### config.mk
export PLATFORM = sky130hd
export DESIGN_NAME = rs_mul_sched
export DESIGN_NICKNAME = d
export VERILOG_FILES = /design/src/rtl/rs_mul_sched.sv
export SDC_FILE = /design/constraint.sdc
export NUM_CORES = 1
export LEC_CHECK = 0
export ABC_AREA = 1
export ABC_CLOCK_PERIOD_IN_PS = 1600
export BUFFER_PORTS_ARGS = -buffer_cell sky130_fd_sc_hd__buf_2
export CORE_AREA = 2 2 81 83
export CTS_BUF_LIST = sky130_fd_sc_hd__clkbuf_16
export CTS_CLUSTER_SIZE = 25
export DETAILED_ROUTE_END_ITERATION = 12
export DIE_AREA = 0 0 83 85
export PLACE_DENSITY = 0.77
export SETUP_SLACK_MARGIN = 0.3
export SKIP_CTS_REPAIR_TIMING = 1
export SLEW_MARGIN = 20
export SYNTH_ARGS = -nofsm -noshare
export SYNTH_HDL_FRONTEND = slang
export SYNTH_SLANG_ARGS = --single-unit
export TNS_END_PERCENT = 20
### constraint.sdc
create_clock -name clk -period 1.6 [get_ports clk]
set_input_delay 0.16 -clock clk [delete_from_list [all_inputs] [get_ports clk]]
set_output_delay 0.16 -clock clk [all_outputs]
set_load 0.02 [all_outputs]
### src/rtl/rs_mul_sched.sv
// rs_mul_sched: multiplier RS allocation, oldest-ready issue and in-flight pipeline tracking
module rs_mul_sched #(
  parameter int ENT_NUM     = 2,
  parameter int ENT_SEL     = 1,
  parameter int MUL_LAT     = 4,
  parameter int RRF_SEL     = 6,
  parameter int SPECTAG_LEN = 5
) (
  input  logic                   clk,
  input  logic                   reset,
  input  logic                   prmiss,
  input  logic                   prsuccess,
  input  logic [SPECTAG_LEN-1:0] prtag,
  input  logic [SPECTAG_LEN-1:0] specfixtag,
  input  logic                   req1,
  input  logic                   req2,
  input  logic [ENT_NUM-1:0]     busyvec,
  input  logic [ENT_NUM-1:0]     ready,
  input  logic [RRF_SEL-1:0]     iss_rrftag,
  input  logic                   iss_dstval,
  input  logic [SPECTAG_LEN-1:0] iss_spectag,
  input  logic                   iss_specbit,
  input  logic                   wb_ready,
  output logic                   stall_dp,
  output logic                   we1,
  output logic                   we2,
  output logic [ENT_SEL-1:0]     waddr1,
  output logic [ENT_SEL-1:0]     waddr2,
  output logic                   clearbusy,
  output logic [ENT_SEL-1:0]     issueaddr,
  output logic                   mul_busy,
  output logic                   wb_valid,
  output logic [RRF_SEL-1:0]     wb_rrftag,
  output logic                   wb_dstval,
  output logic [SPECTAG_LEN-1:0] wb_spectag,
  output logic                   wb_specbit
);
  typedef struct packed {
    logic                   v;
    logic [RRF_SEL-1:0]     rrftag;
    logic                   dstval;
    logic [SPECTAG_LEN-1:0] spectag;
    logic                   specbit;
  } stage_t;
  stage_t st [MUL_LAT];
  stage_t prv [MUL_LAT];
  stage_t nxt [MUL_LAT];
  logic [ENT_NUM-1:0][ENT_NUM-1:0] older;
  logic [ENT_SEL:0] free_cnt, need;
  logic [ENT_SEL-1:0] free1, free2, pick;
  logic got1, got2, found, blocked, short_ent, freeze, any_v;
  logic [ENT_NUM-1:0] cand;
  // Lowest and next-lowest free entries, plus how many entries are free
  always_comb begin
    free_cnt = '0;
    free1 = '0;
    free2 = '0;
    got1 = 1'b0;
    got2 = 1'b0;
    for (int i = 0; i < ENT_NUM; i++)
      if (!busyvec[i]) begin
        free_cnt = free_cnt + (ENT_SEL+1)'(1);
        if (got1 && !got2) begin
          free2 = ENT_SEL'(i);
          got2 = 1'b1;
        end
        if (!got1) begin
          free1 = ENT_SEL'(i);
          got1 = 1'b1;
        end
      end
  end
  assign need      = (ENT_SEL+1)'(req1) + (ENT_SEL+1)'(req2);
  assign short_ent = free_cnt < need;
  assign stall_dp  = ~reset & (prmiss | short_ent);
  assign we1       = ~reset & req1 & ~prmiss & ~short_ent;
  assign we2       = ~reset & req2 & ~prmiss & ~short_ent;
  assign waddr1    = free1;
  assign waddr2    = req1 ? free2 : free1;
  assign cand      = ready & busyvec;
  // Oldest candidate: the one no other candidate is marked older than
  always_comb begin
    pick = '0;
    found = 1'b0;
    blocked = 1'b0;
    for (int i = 0; i < ENT_NUM; i++) begin
      blocked = 1'b0;
      for (int j = 0; j < ENT_NUM; j++) blocked = blocked | (cand[j] & older[j][i]);
      if (cand[i] && !blocked && !found) begin
        pick = ENT_SEL'(i);
        found = 1'b1;
      end
    end
  end
  assign freeze    = wb_valid & ~wb_ready;
  assign clearbusy = ~reset & found & ~prmiss & ~freeze;
  assign issueaddr = pick;
  // Age matrix: a newly written entry is younger than everything busy and than slot 1's write
  always_ff @(posedge clk)
    if (reset) older <= '0;
    else begin
      if (we1) begin
        older[waddr1] <= '0;
        for (int j = 0; j < ENT_NUM; j++) if (busyvec[j]) older[j][waddr1] <= 1'b1;
      end
      if (we2) begin
        older[waddr2] <= '0;
        for (int j = 0; j < ENT_NUM; j++)
          if (busyvec[j] || (we1 && ENT_SEL'(j) == waddr1)) older[j][waddr2] <= 1'b1;
      end
    end
  // Next pipeline contents: shift or hold, then branch kill (wins) or spec-bit clear
  always_comb begin
    prv[0] = {clearbusy, iss_rrftag, iss_dstval, iss_spectag, iss_specbit};
    for (int n = 1; n < MUL_LAT; n++) prv[n] = st[n-1];
    for (int n = 0; n < MUL_LAT; n++) begin
      nxt[n] = freeze ? st[n] : prv[n];
      nxt[n].v = nxt[n].v & ~(prmiss & |(nxt[n].spectag & specfixtag));
      nxt[n].specbit = nxt[n].specbit & ~(~prmiss & prsuccess & (nxt[n].spectag == prtag));
    end
  end
  // Pipeline stage registers
  always_ff @(posedge clk)
    if (reset) st <= '{default: '0};
    else st <= nxt;
  // Any stage holding a live op
  always_comb begin
    any_v = 1'b0;
    for (int n = 0; n < MUL_LAT; n++) any_v = any_v | st[n].v;
  end
  assign mul_busy   = ~reset & any_v;
  assign wb_valid   = ~reset & st[MUL_LAT-1].v;
  assign wb_rrftag  = st[MUL_LAT-1].rrftag;
  assign wb_dstval  = st[MUL_LAT-1].dstval;
  assign wb_spectag = st[MUL_LAT-1].spectag;
  assign wb_specbit = st[MUL_LAT-1].specbit;
endmodule
==> results of run 1 <==
==> metrics by stage <==
stage	instance area [sq um]	instances	TNS, ns
after floorplan	3410	520	0
after global placement	3680	632	0
after detailed placement	3680	632	-0.0120
after CTS	3960	648	0
after global routing	4130	655	0
final	4130	655	0
==> final timing paths <==
kind | to | depth (start not counted) | from | slack, ns
max | prv[28] | 10 | st[13] | 0.06
min | prv[34] | 3 | iss_dstval | 0.06
max reg2reg | prv[28] | 10 | st[13] | 0.06
min reg2reg | wb_rrftag[3] | 2 | prv[10] | 0.45
==> state kept, by name (all words and copies together) (netlist names) <==
register    flops
older           4
prv            42
st              1
wb_dstval       1
wb_rrftag       6
wb_specbit      1
wb_spectag      5
==> area by class of cell <==
type / count / share of cell area
clock inverters: 7 / 0.0124
repair buffers: 75 / 0.124
well taps: 77 / 0.0233
clock buffers: 9 / 0.0545
inverters: 62 / 0.0591
flip-flops and latches: 60 / 0.292
multi-input cells: 365 / 0.435
==> routing by layer <==
| metal | global-route usage | vias to the layer above |
|---|---|---|
| li1 | - | 1772 |
| met1 | 0.291 | 1605 |
| met2 | 0.394 | 119 |
| met3 | 0.0516 | 17 |
| met4 | 0.0775 | 0 |
| met5 | 0 | - |
==> power by group <==
part / switching [W] / total (W) / internal (W)
combinational: 0.000304 / 0.000487 / 0.000183
clock: 0.000713 / 0.00176 / 0.00105
sequential: 0.0000292 / 0.00158 / 0.00155
total: 0.00105 / 0.00383 / 0.00278
==> worst max-delay path: stages (launching register included) <==
cell       delay, ns
dfxtp_4         0.37
inv_4           0.06
nor2_8          0.21
clkbuf_16       0.20
nand3_1         0.10
nand3_1         0.10
nand2_1         0.06
nor2_1          0.13
nand3_1         0.10
nand2_1         0.07
inv_1           0.03
==> synth_stat cells <==
cell        n  area share
nand2_1   136        0.15
nand3_1   113        0.17
dfxtp_1    60        0.36
inv_1      59       0.066
nor2_1     41       0.046
a21oi_1    33       0.049
o21ai_0    26       0.039
buf_4      17       0.038
buf_2       7       0.010
clkbuf_1    6      0.0067
ha_1        5       0.019
buf_6       4       0.013
inv_2       3      0.0034
nand2_4     2      0.0067
nand3b_1    2      0.0045
nor3_1      2      0.0030
a22oi_1     1      0.0022
nand3_4     1      0.0052
nor2_8      1      0.0060
nor3b_1     1      0.0022
==> kinds of logic after synthesis <==
logic type      synth area share
buf+inv                    0.138
simple gates               0.395
compound gates            0.0903
fa+ha+maj                 0.0187
flops                      0.358
==> metrics.txt, run 1 <==
Synth Register Bits=60; LEAKAGE=2.09 nW; Hold WC Path Type=in2reg; Rel. slew slack=0.760; final setup violation count=0; max layer used=met4; Worst Path Max Fanout=11; Slew @ Worst Pin=0.360 ns; Critical Path RT=1.83 ns; final hold vios=0; most common cell after layout, fill and taps aside=nand2_1; CP startpoint kind=flip-flop; global-route wire length before repair=13500 microns; Sequential Area=1200 sq um; Max clock buf depth=2; synthesized area per cell=6.45 sq um; routed via count=3513; critical path data arrival time=1.77 ns; aggregate global routing overflow=0; Final HPWL DP=5710 microns; wl on met1=3720 microns; # DRC=0; syn_nets=559; Final nets=612; fin crit period=1.54 ns; initial antenna violation count=0; Placer Congestion=0.842; CTS H-tree depth=3; clk_lat worst skew=0.33 ns; status=completed; routed wl met2=4050 microns; Fillers=579; Max VDD drop=0.000729 V; FP Rows=29; antenna-violating nets left=0; Yosys cell types=20; Crit. End Element=flip-flop; sequential area share after synthesis=0.358; GRT Util Overall=0.231; clk slew on worst S/H paths=0.05 ns; multi-input logic area=1800 sq um; vias in the first global route=3101; WL final=8360 microns; fmax=0.649 GHz; port bufs=55; Starting Density=0.540; worst slack, placed=-0.0120 ns; die width=83 microns; total CTS buffers=9; Syn Inst Count=520; P&R area growth vs syn=23.3%; most frequent cells in the layout=nand2_1, nand3_1, dfxtp_1; end-of-flow core utilization=0.666; Clock Tree Root=clkbuf_16; Final Cycle Share=0.963; wire length on met3=461 microns; initial DRC count=172; RSZ-0062 raised after global routing=true; drt first pass iters=5; Setup WS post-layout=0.0591 ns; cell area after synthesis=3350 sq um; share of layout cells above drive strength 1=0.209; CTS tree=yes; CTS Sinks=60; Die ar.=7060 sq um; pwr/cell area=927 nW/um^2; worst hold margin=0.0579 ns; pin count of the biggest net entering global routing=51; Yosys warning total=0; Vias/cell=5.36; Core Box Area=6200 sq um; ant diodes=0; Final Power=0.00383 W; wire per inst=12.8 microns; I/O pin total=56; Max-Cap Viols=0; Slew Limit Fails=0; Setup CP Type=reg2reg; Worst Clk Skew=0.00497 ns; Die H=85 microns
No activity file was read; power rests on OpenSTA's default activity.
==> inputs of run 2 (changes only) <==
--- a/config.mk
+++ b/config.mk
@@ -5,14 +5,13 @@
 export SDC_FILE = /design/constraint.sdc
 export NUM_CORES = 1
 export LEC_CHECK = 0
-export ABC_AREA = 1
 export ABC_CLOCK_PERIOD_IN_PS = 1600
 export BUFFER_PORTS_ARGS = -buffer_cell sky130_fd_sc_hd__buf_2
-export CORE_AREA = 2 2 81 83
+export CORE_AREA = 2 2 78 80
 export CTS_BUF_LIST = sky130_fd_sc_hd__clkbuf_16
 export CTS_CLUSTER_SIZE = 25
 export DETAILED_ROUTE_END_ITERATION = 12
-export DIE_AREA = 0 0 83 85
+export DIE_AREA = 0 0 80 82
 export PLACE_DENSITY = 0.77
 export SETUP_SLACK_MARGIN = 0.3
 export SKIP_CTS_REPAIR_TIMING = 1
==> run 2 against run 1 <==
Net effect: the flow now finishes with violations (negative setup slack); synthesized cell count shrank 29%; non-clock buffer count grew 31; count of clock-buffer cells in the layout is the same; cell count shrank 19%; largest power group unchanged.
==> metrics.txt, run 2 <==
status=complete, but fails checks (was completed); failing checks=negative setup slack; Switch Pwr=0.00102 W (was 0.00105 W); top cells by area, synth=dfxtp_1, nand2_1, mux2i_1 (was dfxtp_1, nand3_1, nand2_1); Rel. slew slack=0.707 (was 0.760); Reg2Reg Depth=9 (was 10); Slew @ Worst Pin=0.428 ns (was 0.360 ns); Yosys warning total=0 (unchanged); Max VDD drop=0.00102 V (was 0.000729 V); Hold WC Path Type=in2reg (unchanged); critical path data arrival time=2.08 ns (was 1.77 ns); LEAKAGE=1.80 nW (was 2.09 nW); Final Cycle Share=1.18 (was 0.963); Critical Path RT=1.79 ns (was 1.83 ns); hold wc startpoint=iss_rrftag[5] (was iss_dstval); antenna-violating nets left=0 (unchanged); flop2flop setup slack=-0.29 ns (was 0.06 ns); drt first pass iters=4 (was 5); Setup CP Type=reg2reg (unchanged); Starting Density=0.531 (was 0.540); ys async rst share=0 (unchanged); Placer Congestion=0.953 (was 0.842); initial antenna violation count=0 (unchanged); Final Power=0.00420 W (was 0.00383 W); ys flop type=dfxtp_1 (unchanged); fin crit period=1.89 ns (was 1.54 ns); mux cell area share after synthesis=0.0877 (was 0); Final nets=491 (was 612); clk_lat worst skew=0.33 ns (about the same); final hold vios=0 (unchanged); area share of and/or/nand/nor cells after synthesis=0.194 (was 0.395); largest family of logic cells by synthesized area=simple AND/OR/NAND/NOR gates (unchanged); aggregate global routing overflow=0 (unchanged); most common cell in the netlist=nand2_1 (unchanged); final std cells w/o fill=532 (was 655); # DRC=0 (unchanged); clk slew on worst S/H paths=0.05 ns (about the same); Final HPWL DP=5440 microns (was 5710 microns); syn_nets=409 (was 559); Crit. End Element=flip-flop (unchanged); Net Sw Frac=0.244 (was 0.273); FP Rows=28 (was 29); share of layout cells above drive strength 1=0.363 (was 0.209); Die ar.=6560 sq um (was 7060 sq um); Max clock buf depth=2 (unchanged); WL final=9040 microns (was 8360 microns); GRT Util Overall=0.252 (was 0.231); WHS Path Cells=3 (unchanged); top post-synthesis cells by count=nand2_1, dfxtp_1, nor2_1 (was nand2_1, nand3_1, dfxtp_1); Seq pwr share=0.379 (was 0.412); CTS H-tree depth=3 (unchanged); vias in the first global route=2732 (was 3101); global-route wire length before repair=12800 microns (was 13500 microns); reg-to-reg critical path endpoint=prv[14] (was prv[28]); Post-Synth XOR/XNOR Area=0.0517 (was 0); placed cell count=506 (was 632); P_int=0.00318 W (was 0.00278 W); Slew Limit Fails=0 (unchanged); RSZ-0062 raised after global routing=true (unchanged); max FFs per register=42 (unchanged); end-of-flow core utilization=0.764 (was 0.666); Syn Inst Count=370 (was 520); cell area after synthesis=3050 sq um (was 3350 sq um); Max-Cap Viols=0 (unchanged); P&R area growth vs syn=43.8% (was 23.3%); Adder-Cell Fraction of Synth Area=0.0205 (was 0.0187); Worst Path Max Fanout=9 (was 11); EDFF count, synth=0 (unchanged); most frequent cells in the layout=nand2_1, dfxtp_1, buf_2 (was nand2_1, nand3_1, dfxtp_1); post-synthesis compound-gate area fraction=0.166 (was 0.0903); routed via count=3015 (was 3513); most common cell after layout, fill and taps aside=nand2_1 (unchanged); Yosys cell types=49 (was 20); worst flop-to-flop path startpoint=st[13] (unchanged); Synth Register Bits=60 (unchanged); synthesized area per cell=8.25 sq um (was 6.45 sq um); Worst Clk Skew=0.00646 ns (was 0.00497 ns); CP startpoint kind=flip-flop (unchanged); total CTS buffers=9 (unchanged); Clock Tree Root=clkbuf_16 (unchanged); sequential area share after synthesis=0.394 (was 0.358); Vias/cell=5.67 (was 5.36); wire per inst=17.0 microns (was 12.8 microns); CTS tree=yes (unchanged); end of the worst hold path=prv[40] (was prv[34]); die width=80 microns (was 83 microns); port bufs=55 (unchanged); cell taking the most area after synthesis=dfxtp_1 (unchanged); ant diodes=0 (unchanged); clock group share of total power=0.487 (was 0.461); Setup WS post-layout=-0.291 ns (was 0.0591 ns); Die H=82 microns (was 85 microns); top cell type's share of synthesized area=0.394 (was 0.358); worst hold margin=0.0792 ns (was 0.0579 ns); pwr/cell area=957 nW/um^2 (was 927 nW/um^2); initial DRC count=208 (was 172); Core Box Area=5750 sq um (was 6200 sq um); CTS Sinks=60 (unchanged); post-route setup TNS=-1.85 ns (was 0 ns); pin count of the biggest net entering global routing=60 (was 51); fmax=0.529 GHz (was 0.649 GHz); final setup violation count=9 (was 0); I/O pin total=56 (unchanged); Comb pwr share=0.134 (was 0.127)
-- run 2: cell count changes after synthesis, sizes merged, moves of 5 or more --
| cell | change |
|---|---|
| xnor2 | +14 |
| nor2 | -8 |
| nand2 | -76 |
| inv | -46 |
| clkbuf | +8 |
| nand2b | +5 |
| and2 | +6 |
| o22ai | +8 |
| nor3b | +6 |
| buf | -7 |
| nand3 | -113 |
| a31oi | +5 |
| mux2i | +21 |
| a21oi | -13 |
-- run 2: worst max-delay path by stage --
stage | startpoint | endpoint | slack (ns) | depth (start not counted)
after floorplan | st[13] | prv[41] | -0.006 | 7
after CTS | st[13] | wb_specbit | -0.50 | 6
after global routing | st[13] | prv[14] | -0.41 | 9
final | st[13] | prv[14] | -0.29 | 9
after detailed placement | st[13] | wb_specbit | -0.39 | 6
after global placement | st[13] | wb_specbit | -0.37 | 6
-- run 2: layer usage --
metal  up-vias  global-route usage  part of all wire
met5         -                   0                 0
met4         0              0.0898             0.034
met3        39              0.0637             0.057
met2       126               0.440              0.50
met1      1428               0.302              0.41
li1       1422                   -                 -
-- run 2: layout make-up --
type,instances,area (sq um)
Multi-Input combinational cell,258,1850
Fill cell,354,1360
Sequential cell,60,1200
Timing Repair Buffer,106,843
Clock buffer,9,225
Tap cell,75,93.8
Clock inverter,7,92.6
Inverter,17,83.8
-- run 2: kinds of logic after synthesis --
| family | count (synthesis) |
|---|---|
| simple gates | 128 |
| compound gates | 83 |
| flops | 60 |
| buf+inv | 52 |
| mux | 24 |
| xor+xnor | 18 |
| fa+ha+maj | 5 |
-- run 2: power by group through the flow --
stage          registers, W  clock network, W  logic (W)
3_5_place_dp        0.00162                 0   0.000471
4_1_cts             0.00158           0.00206   0.000478
6_report            0.00159           0.00204   0.000562
3_3_place_gp        0.00161                 0   0.000458
5_1_grt             0.00160           0.00213   0.000601
2_1_floorplan       0.00161                 0   0.000286
-- run 2: critical path: stages (launching register included) --
cell	delay, ns
dfxtp_2	0.33
nor3b_4	0.24
buf_12	0.17
buf_12	0.13
buf_4	0.14
mux2i_1	0.23
buf_4	0.15
xnor2_1	0.06
nor3_1	0.19
a31oi_1	0.12
-- run 2: stage by stage --
stage,instance area [sq um],setup WS (ns)
floorplan,3160,-0.00568
global placement,3670,-0.371
detailed placement,3670,-0.394
CTS,3990,-0.496
global route,4390,-0.411
finish,4390,-0.291
